`config.mk`:
```
export PLATFORM = sky130hd
export DESIGN_NAME = eight_bit_multiplier
export DESIGN_NICKNAME = d
export VERILOG_FILES = /design/src/rtl/eight_bit_multiplier_pkg.sv /design/src/rtl/eight_bit_adder.sv /design/src/rtl/eight_bit_multiplier.sv
export SDC_FILE = /design/constraint.sdc
export NUM_CORES = 1
export LEC_CHECK = 0
export BUFFER_PORTS_ARGS = -buffer_cell sky130_fd_sc_hd__buf_2
export CAP_MARGIN = 20
export CORE_ASPECT_RATIO = 0.9
export CORE_MARGIN = 1.5
export CORE_UTILIZATION = 47
export CTS_CLUSTER_DIAMETER = 60
export DETAILED_ROUTE_END_ITERATION = 10
export HOLD_SLACK_MARGIN = 0.06
export MAX_ROUTING_LAYER = met4
export PLACE_DENSITY = 0.76
export SYNTH_ARGS = -nofsm -noshare
export SYNTH_HDL_FRONTEND = slang
export SYNTH_SLANG_ARGS = --single-unit
export TNS_END_PERCENT = 5
```
`constraint.sdc`:
```
create_clock -name clk -period 7.05 [get_ports clk]
set_input_delay 0 -clock clk [delete_from_list [all_inputs] [get_ports clk]]
set_output_delay 0 -clock clk [all_outputs]
set_load 0.02 [all_outputs]
```
`src/rtl/eight_bit_multiplier_pkg.sv`:
```
// rtl/eight_bit_multiplier_pkg.sv - shared constants for the truncating 8x8 multiplier
package eight_bit_multiplier_pkg;

    localparam int WIDTH        = 8;
    localparam int PIPE_LATENCY = 2;

endpackage

```
`src/rtl/eight_bit_adder.sv`:
```
// rtl/eight_bit_adder.sv - 8-bit ripple-carry adder built from full-adder equations
module eight_bit_adder
    import eight_bit_multiplier_pkg::*;
(
    input  logic [WIDTH-1:0] a_i,
    input  logic [WIDTH-1:0] b_i,
    input  logic             cin_i,
    output logic [WIDTH-1:0] sum_o,
    output logic             cout_o
);

    logic [WIDTH:0] carry;

    assign carry[0] = cin_i;

    for (genvar i = 0; i < WIDTH; i++) begin : g_fa
        assign sum_o[i]    = a_i[i] ^ b_i[i] ^ carry[i];
        assign carry[i+1]  = (a_i[i] & b_i[i]) | (carry[i] & (a_i[i] ^ b_i[i]));
    end

    assign cout_o = carry[WIDTH];

endmodule

```
`src/rtl/eight_bit_multiplier.sv`:
```
// rtl/eight_bit_multiplier.sv - two-stage unsigned 8x8 multiplier returning (a*b) mod 256
module eight_bit_multiplier
    import eight_bit_multiplier_pkg::*;
(
    input  logic             clk,
    input  logic             rst_n,
    input  logic [WIDTH-1:0] a,
    input  logic [WIDTH-1:0] b,
    output logic [WIDTH-1:0] out
);

    logic [WIDTH-1:0] a_q;
    logic [WIDTH-1:0] b_q;
    logic [WIDTH-1:0] out_q;
    logic [WIDTH-1:0] out_d;

    logic [WIDTH-1:0] rows [WIDTH];
    logic [WIDTH-1:0] acc  [WIDTH];
    logic [WIDTH-1:1] carry_unused;

    // Bits shifted past the MSB drop out here, so every row is already mod 256.
    always_comb begin
        for (int i = 0; i < WIDTH; i++) begin
            rows[i] = b_q[i] ? (a_q << i) : '0;
        end
    end

    assign acc[0] = rows[0];

    for (genvar g = 1; g < WIDTH; g++) begin : g_row
        eight_bit_adder u_add (
            .a_i    (acc[g-1]),
            .b_i    (rows[g]),
            .cin_i  (1'b0),
            .sum_o  (acc[g]),
            .cout_o (carry_unused[g])
        );
    end

    assign out_d = acc[WIDTH-1];

    always_ff @(posedge clk or negedge rst_n) begin
        if (!rst_n) begin
            a_q   <= '0;
            b_q   <= '0;
            out_q <= '0;
        end else begin
            a_q   <= a;
            b_q   <= b;
            out_q <= out_d;
        end
    end

    assign out = out_q;

endmodule

```
* Yosys cells after proc, flatten, opt, wreduce, memory -nomap -nowiden
Cells that the tools add are included.
Cells by class: mux-type cells 8, bitwise logic cells 238
Operators by type and width (count):
- 1-bit bitwise XOR | 105
- 1-bit bitwise AND | 91
- 8-bit two-way mux | 8
- 1-bit OR | 42
Storage, ports and cells: register bits 24, input bits 18, output and inout bits 8, logic and storage cells 249

* Logic depth before layout (Yosys ltp)
Gate-level depths: netlist (run 1).
depth in word-level cells 27, depth in mapped cells 20, depth with buffers taken out 20

* Hierarchy
A second synthesis (run 1) with hierarchy kept.
Unflattened totals: cell total of the unflattened synthesis 187, area total of the unflattened synthesis 2213.4 um2
Modules (own cells, without submodules):
- eight_bit_adder | instances 7, cells an instance 18, area an instance 197.7 um2
- eight_bit_multiplier | instances 1, cells an instance 61, area an instance 829.5 um2

* Least setup slack after synthesis (run 1)
OpenSTA, ideal clock, no wires.
path type register -> register, from reg b_q[0], to reg out_q[7] (netlist: out[7]), setup time 0.134 ns, arrival time 5.925 ns, setup slack 0.991 ns, stages on the path, launching flop included 21, period minus slack after synthesis 6.059 ns, path through dfrtp_1 -> and2_2 -> ha_1 -> fa_1 -> fa_1 -> inv_1 -> fa_1 -> fa_1 -> inv_1 -> fa_1 -> fa_1 -> fa_1 -> fa_1 -> inv_1 -> fa_1 -> inv_1 -> ha_1 -> xor2_1 -> xnor2_1 -> xnor2_1 -> xnor3_1
RTL lines:
- start, declared | RTL line eight_bit_multiplier.sv:13 | logic [WIDTH-1:0] b_q;
- start signal, assigned | RTL line eight_bit_multiplier.sv:45 | b_q <= '0;
- start signal, assigned | RTL line eight_bit_multiplier.sv:49 | b_q <= b;
- end signal, assigned | RTL line eight_bit_multiplier.sv:50 | out_q <= out_d;
- end, declared | RTL line eight_bit_multiplier.sv:14 | logic [WIDTH-1:0] out_q;

==> results.yml, run 1 <==
timing:
  finalHoldViolCount: 0
  maxSlewHeadroom_pct: 66.0
  period_share_pct: 89.9
  setup_viol: 0
  timing.final.ws_setup_ns: 0.712
  fin_tns_setup_ns: 0
  rsz0062_at_grt: "no"
  finClkSkew_ns: 0.00486
  slew_viol_final: 0
  fmax_ghz: 0.158
  worstMarginPinSlew_ns: 0.510
  hold_slack_ns: 0.168
  fin_crit_ns: 6.34
routing:
  drt_wl_total_microns: 2070
  drtAntennaViolNets: 0
  wl_per_cell_microns: 11.5
  vias: 852
  drc: 0
  vias_per_cell: 4.73
  drt_first_pass_iters: 4
  drtIter0Drc: 8
clock_tree:
  path_clk_slew_ns: 0.13
  cts_resized: 0
  cts_setup_buffers: 0
  cts_root_buffer: "clkbuf_4"
  htree_num_levels: 1
  cts_sinks: 24
  numCtsBuffers: 3
  worstSkewPairLatency_ns: 0.32
  cts_tree: "yes"
  clockBufferDepth: 2
pwr:
  leakagePower_uw: 0.000821
  irDropWorstVdd_v: 0.000144
  cellPowerDensity_nw_per_um2: 239
global_routing:
  antenna_found_initial: 0
  grt_pass1_wl_microns: 3660
  grt_pass1_vias: 874
  grt_max_degree: 25
  gr-usage-all-layers_pct: 16.8
  grt_overflow: 0
synth:
  ys_warn_count: 0
  synth_seq_area_share_pct: 45.3
  synthesis.area_sq_um: 1330
  syn_area_per_cell_sq_um: 12.8
  synth-seq-cells: 24
  synth_nets: 143
  synth_cells: 104
  ys_types: 11
setup_path:
  cp_top_family: "adder cells"
  crit_path_end_kind: "flip-flop"
  cp-start-kind: "flip-flop"
  path_common_cell: "fa_1"
  critPathSlowestCell: "fa_1"
  crit_path_cell_trace: "and2_2 -> ha_1 -> fa_1 -> fa_1 -> inv_1 -> fa_1 -> fa_1 -> inv_1 -> fa_1 -> fa_1 -> fa_1 -> fa_1 -> inv_1 -> fa_1 -> inv_1 -> ha_1 -> xor2_1 -> xnor2_1 -> xnor2_1 -> xnor3_1"
  worst-path-buf-inv: 4
  crit_arrival_ns: 6.55
  worst_path_largest_cell_delay_ns: 0.54
  worstSetupPathType: "flip-flop to flip-flop"
  path_max_fanout: 7
  required_ns: 7.26
finish:
  drive_gt1_share_pct: 22.7
  final_common_cell: "buf_2"
  n_fill_cell: 217
  instances_no_fill: 180
  area_delta_synth_final_pct: 27.8
  layout_common_cells: "buf_2, dfrtp_1, dlygate4sd3_1, nand2_1"
  nets: 190
  n_antenna_cell: 0
placed_design:
  gp_congestion: 0.787
  port_buffers: 25
  place_inst: 159
  dp_hpwl_microns: 1560
  place_ws_ns: 0.719
floorplan:
  dieArea_sq_um: 3150
  ioPinCount: 26
  start_util_pct: 49.1
  die_w_microns: 59.0
  rows: 18
  coreArea_sq_um: 2700
  die_y_microns: 53.4
outcome:
  outcome: "finished clean"
min_path:
  hold_path_class: "primary input to asynchronous set/reset pin"
job:
  cap_violations: 0
per-stage QoR:
| stage | power [uW] | area (sq um) | utilization, % |
|---|---|---|---|
| floorplan | 289 | 1330 | - |
| global placement | 324 | 1490 | 55.1 |
| detailed placement | 329 | 1490 | 55.1 |
| CTS | 409 | 1700 | 62.7 |
| global route | 439 | 1700 | 62.7 |
| finish | 405 | 1700 | 62.7 |
logic make-up (layout without fill, tap and decap cells):
kind of cell,Yosys count,after routing,share of synthesized area [%]
and+or+nand+nor,36,36,14.3
DFF,24,24,45.3
adders and majority gates,21,21,28.3
xor gates and xnor gates,12,12,8.96
buffers and inverters,11,57,3.11
cells in the mapped netlist:
cell type | count | area [sq um]
xnor3_1 | 1 | 22.5
nand2_1 | 16 | 60.1
nand2_2 | 1 | 6.26
inv_1 | 11 | 41.3
xor2_1 | 2 | 17.5
dfrtp_1 | 24 | 601
fa_1 | 15 | 300
and2_2 | 4 | 30.0
and2_1 | 15 | 93.8
xnor2_1 | 9 | 78.8
ha_1 | 6 | 75.1
power breakdown:
group	internal (uW)	leakage [uW]	switching [uW]
combinational	81.3	0.000518	84.1
sequential	158	0.000282	7.89
clock	31.6	0.0000210	41.4
total	271	0.000821	133
final timing paths:
check                             from  endpoint  slack [ns]  depth (start not counted)
worst max-delay path            a_q[1]    out[7]        0.71                         20
worst min-delay path             rst_n    out[4]        0.17                          2
worst max register to register  a_q[1]    out[7]        0.71                         20
worst min register to register  b_q[6]    out[6]        0.64                          2
max in group asynchronous        rst_n    b_q[3]        6.54                          2
min in group clk                  b[2]    b_q[2]        0.31                          2
cell type report:
type	count	area, sq um	share of cell area [%]
Multi-Input combinational cell	69	684	40.4
Sequential cell	24	601	35.4
Timing Repair Buffer	42	295	17.4
Inverter	11	41.3	2.44
Tap cell	30	37.5	2.21
Clock buffer	4	36.3	2.14
per-layer routing:
metal	up-vias	share of wire (%)	track usage, %
li1	403	-	-
met1	427	43	19.5
met2	18	52	28.9
met3	4	3.7	3.67
met4	0	1.2	5.68
met5	-	0	-
repair_timing:
item                       CTS  global route
hold buffers                17             0
hold endpoints to repair    40             0
setup endpoints to repair    0             0
registers in the layout, summed over array words and instances (netlist names):
name  count
a_q       8
b_q       8
out       8
Note: power is estimated with default switching activity, not from simulation.
==> inputs of run 2 (changes only) <==
Settings changed: PLACE_DENSITY 0.76 to 0.73, SYNTH_HIERARCHICAL set to 1.
==> run 2 against run 1 <==
Compared with the run above: via count grew 50%; count of clock-buffer cells in the layout shrank 1; cell count grew 81%; first-iteration DRC count grew to 2.9 times the previous value; register-to-register slack lost 0.36 ns; non-clock buffer count grew 3; routed wire length grew 60%; clock skew grew 0.0013 ns; core utilization grew 0.38 points; sequential cell count is the same; global-route usage shrank 0.33 points; setup slack lost 0.36 ns.
==> results.yml, run 2 <==
outcome:
  outcome: "finished clean"
setup_path:
  path_max_fanout: 2
  cp_top_family: "adder cells"
  required_ns: 7.22
  worst-path-buf-inv: 12
  r2r_setup_slack_ns: 0.35
  crit_arrival_ns: 6.87
  worstSetupPathType: "flip-flop to flip-flop"
  crit_end: "out[7]"
  reg2reg_depth: 26
  r2r_end: "out[7]"
  path_common_cell: "inv_1"
  cp-start-kind: "flip-flop"
  cp-startpoint: "b_q[0]"
  crit_cells: 26
  critPathSlowestCell: "fa_1"
  crit_path_end_kind: "flip-flop"
  r2r_start: "b_q[0]"
  worst_path_largest_cell_delay_ns: 0.53
timing:
  fin_crit_ns: 6.70
  finClkSkew_ns: 0.00611
  finalHoldViolCount: 0
  setup_viol: 0
  slew_viol_final: 0
  fin_tns_setup_ns: 0
  fmax_ghz: 0.149
  worstMarginPinSlew_ns: 0.580
  rsz0062_at_grt: "no"
  period_share_pct: 95.0
  maxSlewHeadroom_pct: 61.3
global_routing:
  top_usage_layer: "met2"
  grt_use_met1_pct: 15.7
  grt_max_degree: 25
  antenna_found_initial: 0
  met3_usage_pct: 3.13
  grtUsageMet2_pct: 32.7
  gr-usage-all-layers_pct: 16.4
  grt_pass1_vias: 1462
  grt_pass1_wl_microns: 5750
  grt_overflow: 0
routing:
  drt_wl_total_microns: 3310
  wl_per_cell_microns: 10.2
  drtIter0Drc: 23
  drtAntennaViolNets: 0
  drc: 0
  drt_first_pass_iters: 4
  vias: 1275
  vias_per_cell: 3.92
synth:
  syn_area_per_cell_sq_um: 12.2
  synthesis.area_sq_um: 2190
  ys_warn_count: 6
  synth_cells: 180
clock_tree:
  htree_num_levels: 1
  cts_sinks: 24
  worstSkewPairLatency_ns: 0.27
  cts_root_buffer: "clkbuf_8"
  clockBufferDepth: 2
  path_clk_slew_ns: 0.09
  numCtsBuffers: 3
  cts_tree: "yes"
finish:
  drive_gt1_share_pct: 19.0
  layout_common_cells: "inv_1, fa_1, and2_1, conb_1, buf_2"
  final_common_cell: "inv_1"
  n_antenna_cell: 0
  instances_no_fill: 325
  nets: 338
  area_delta_synth_final_pct: 28.7
  post-route-util_pct: 63.1
  final_cell_area_sq_um: 2820
floorplan:
  dieArea_sq_um: 5070
  rows: 23
  die_w_microns: 74.9
  coreArea_sq_um: 4460
  start_util_pct: 49.0
  die_y_microns: 67.7
  ioPinCount: 26
min_path:
  hold_path_class: "primary input to asynchronous set/reset pin"
placed_design:
  place_area_sq_um: 2520
  dp_hpwl_microns: 2560
  port_buffers: 25
  gp_congestion: 0.762
  place_inst: 302
job:
  cap_violations: 0
-- run 2: what timing repair did --
item | 4_1_cts | 5_1_grt
resized for setup | 4 | 14
setup endpoints to repair | 1 | 1
hold endpoints to repair | 40 | 0
setup buffers | 2 | 0
hold buffers | 17 | 0
pin swaps | 1 | 12
-- run 2: cell type report --
type	count	area, sq um
inverters	63	236
repair buffers	45	318
multi-input cells	127	1510
flip-flops and latches	24	602
clock buffers	3	41.3
well taps	62	77.6
clock inverters	1	30.0
fillers	369	1650
-- run 2: worst min-delay path by stage --
| stage | startpoint | to | depth (start not counted) |
|---|---|---|---|
| finish | rst_n | out[0] | 2 |
| CTS | rst_n | out[0] | 2 |
| global placement | rst_n | out[0] | 1 |
| global route | rst_n | out[0] | 2 |
| floorplan | rst_n | a_q[0] | 0 |
| detailed placement | rst_n | out[0] | 1 |
-- run 2: routing by layer --
metal / share of wire, % / routed length [microns]
met1: 34 / 1110
met2: 63 / 2070
met3: 2.6 / 87
met4: 1.0 / 34
met5: 0 / 0
-- run 2: per-stage QoR --
| stage | hold WS (ns) | setup slack [ns] |
|---|---|---|
| 6_report | 0.262 | 0.355 |
| 5_1_grt | 0.317 | 0.0311 |
| 4_1_cts | 0.269 | 0.00605 |
| 3_5_place_dp | 0.0333 | -0.106 |
| 3_3_place_gp | 0.0170 | 0.0528 |
| 2_1_floorplan | -0.296 | 0.228 |
Power of run 2 is not shown: default switching activity piles up to over one toggle a cycle in this logic, so the estimate is an artifact.
==> inputs of run 3 (changes only) <==
Settings changed: BUFFER_PORTS_ARGS -buffer_cell sky130_fd_sc_hd__buf_2 to -buffer_cell sky130_fd_sc_hd__buf_4.
==> run 3 against run 2 <==
Compared with the run above: cell count is 0.31% higher; maximum frequency is 1.8% lower; first-iteration DRC count is 48% higher; clock skew is 0.0035 ns lower; register-to-register slack worse by 0.13 ns; worst hold slack worse by 0.087 ns; non-clock buffer count is 1 higher; count of clock-buffer cells in the layout stayed put; setup slack worse by 0.13 ns; largest cell class unchanged.
==> results.yml, run 3 (synthesized netlist as in run 2, its figures left out) <==
outcome:
  outcome: "finished clean"
routing:
  vias_per_cell: 4.03
  drt_first_pass_iters: 4
  drc: 0
  drtAntennaViolNets: 0
  drtIter0Drc: 34
  wl_per_cell_microns: 10.0
  drt_wl_total_microns: 3280
  vias: 1314
finish:
  nets: 339
  post-route-util_pct: 64.7
  instances_no_fill: 326
  drive_gt1_share_pct: 20.1
  area_delta_synth_final_pct: 31.9
  n_antenna_cell: 0
  layout_common_cells: "inv_1, fa_1, and2_1, conb_1, buf_4"
  final_common_cell: "inv_1"
floorplan:
  die_y_microns: 67.7
  rows: 23
  ioPinCount: 26
  dieArea_sq_um: 5070
  die_w_microns: 74.9
  start_util_pct: 49.0
  coreArea_sq_um: 4460
timing:
  slew_viol_final: 0
  finalHoldViolCount: 0
  setup_viol: 0
  fmax_ghz: 0.147
  finClkSkew_ns: 0.00265
  fin_crit_ns: 6.82
  period_share_pct: 96.7
setup_path:
  path_common_cell: "inv_1"
  crit_arrival_ns: 6.98
  cp_top_family: "adder cells"
  path_max_fanout: 7
  required_ns: 7.21
  worst-path-buf-inv: 14
  worstSetupPathType: "flip-flop to flip-flop"
  cp-start-kind: "flip-flop"
  critPathSlowestCell: "fa_1"
  crit_path_end_kind: "flip-flop"
  worst_path_largest_cell_delay_ns: 0.48
placed_design:
  dp_hpwl_microns: 2420
  port_buffers: 25
  place_inst: 302
  gp_congestion: 0.782
clock_tree:
  numCtsBuffers: 3
  path_clk_slew_ns: 0.08
  cts_tree: "yes"
  cts_root_buffer: "clkbuf_8"
  worstSkewPairLatency_ns: 0.26
  clockBufferDepth: 2
  cts_sinks: 24
  htree_num_levels: 1
global_routing:
  antenna_found_initial: 0
  grt_pass1_vias: 1502
  grt_overflow: 0
  grt_max_degree: 25
  gr-usage-all-layers_pct: 16.2
  grt_pass1_wl_microns: 5790
min_path:
  hold_path_class: "primary input to asynchronous set/reset pin"
job:
  cap_violations: 0
## run 3: layout make-up
class	instances	area (sq um)
Clock buffer	3	41.3
Clock inverter	1	30.0
Fill cell	352	1580
Inverter	63	236
Multi-Input combinational cell	127	1510
Sequential cell	24	602
Tap cell	62	77.6
Timing Repair Buffer	46	388
## run 3: final timing paths
kind | from | endpoint | slack [ns] | cells after the start
min | rst_n | out[7] | 0.18 | 2
min in group clk | a[5] | a_q[5] | 0.37 | 2
max in group asynchronous | rst_n | a_q[0] | 6.61 | 2
max | a_q[0] | out[7] | 0.23 | 28
min reg2reg | b_q[7] | out[7] | 0.81 | 4
max reg2reg | a_q[0] | out[7] | 0.23 | 28
## run 3: repair_timing
item / in CTS / in global routing
pin swaps: 0 / 12
setup endpoints to repair: 1 / 1
buffers inserted: 2 / 1
gates resized for setup: 3 / 17
hold buffers: 17 / 0
hold endpoints to repair: 40 / 0
## run 3: per-stage QoR
stage / TNS [ns] / area [sq um] / setup slack, ns / hold slack [ns]
2_1_floorplan: 0 / 2310 / 0.228 / -0.296
3_3_place_gp: 0 / 2590 / 0.0708 / -0.0814
3_5_place_dp: -0.0273 / 2590 / -0.0273 / -0.0734
4_1_cts: 0 / 2850 / 0.0422 / 0.174
5_1_grt: -0.0107 / 2890 / -0.0107 / 0.199
6_report: 0 / 2890 / 0.230 / 0.175
## run 3: layer usage
metal  routed length [microns]  global-route usage, %
met1                      1110                   16.1
met2                      2010                   31.5
met3                        94                   3.58
met4                        66                   3.86
met5                         0                      -
Power of run 3 is left out for the same reason.
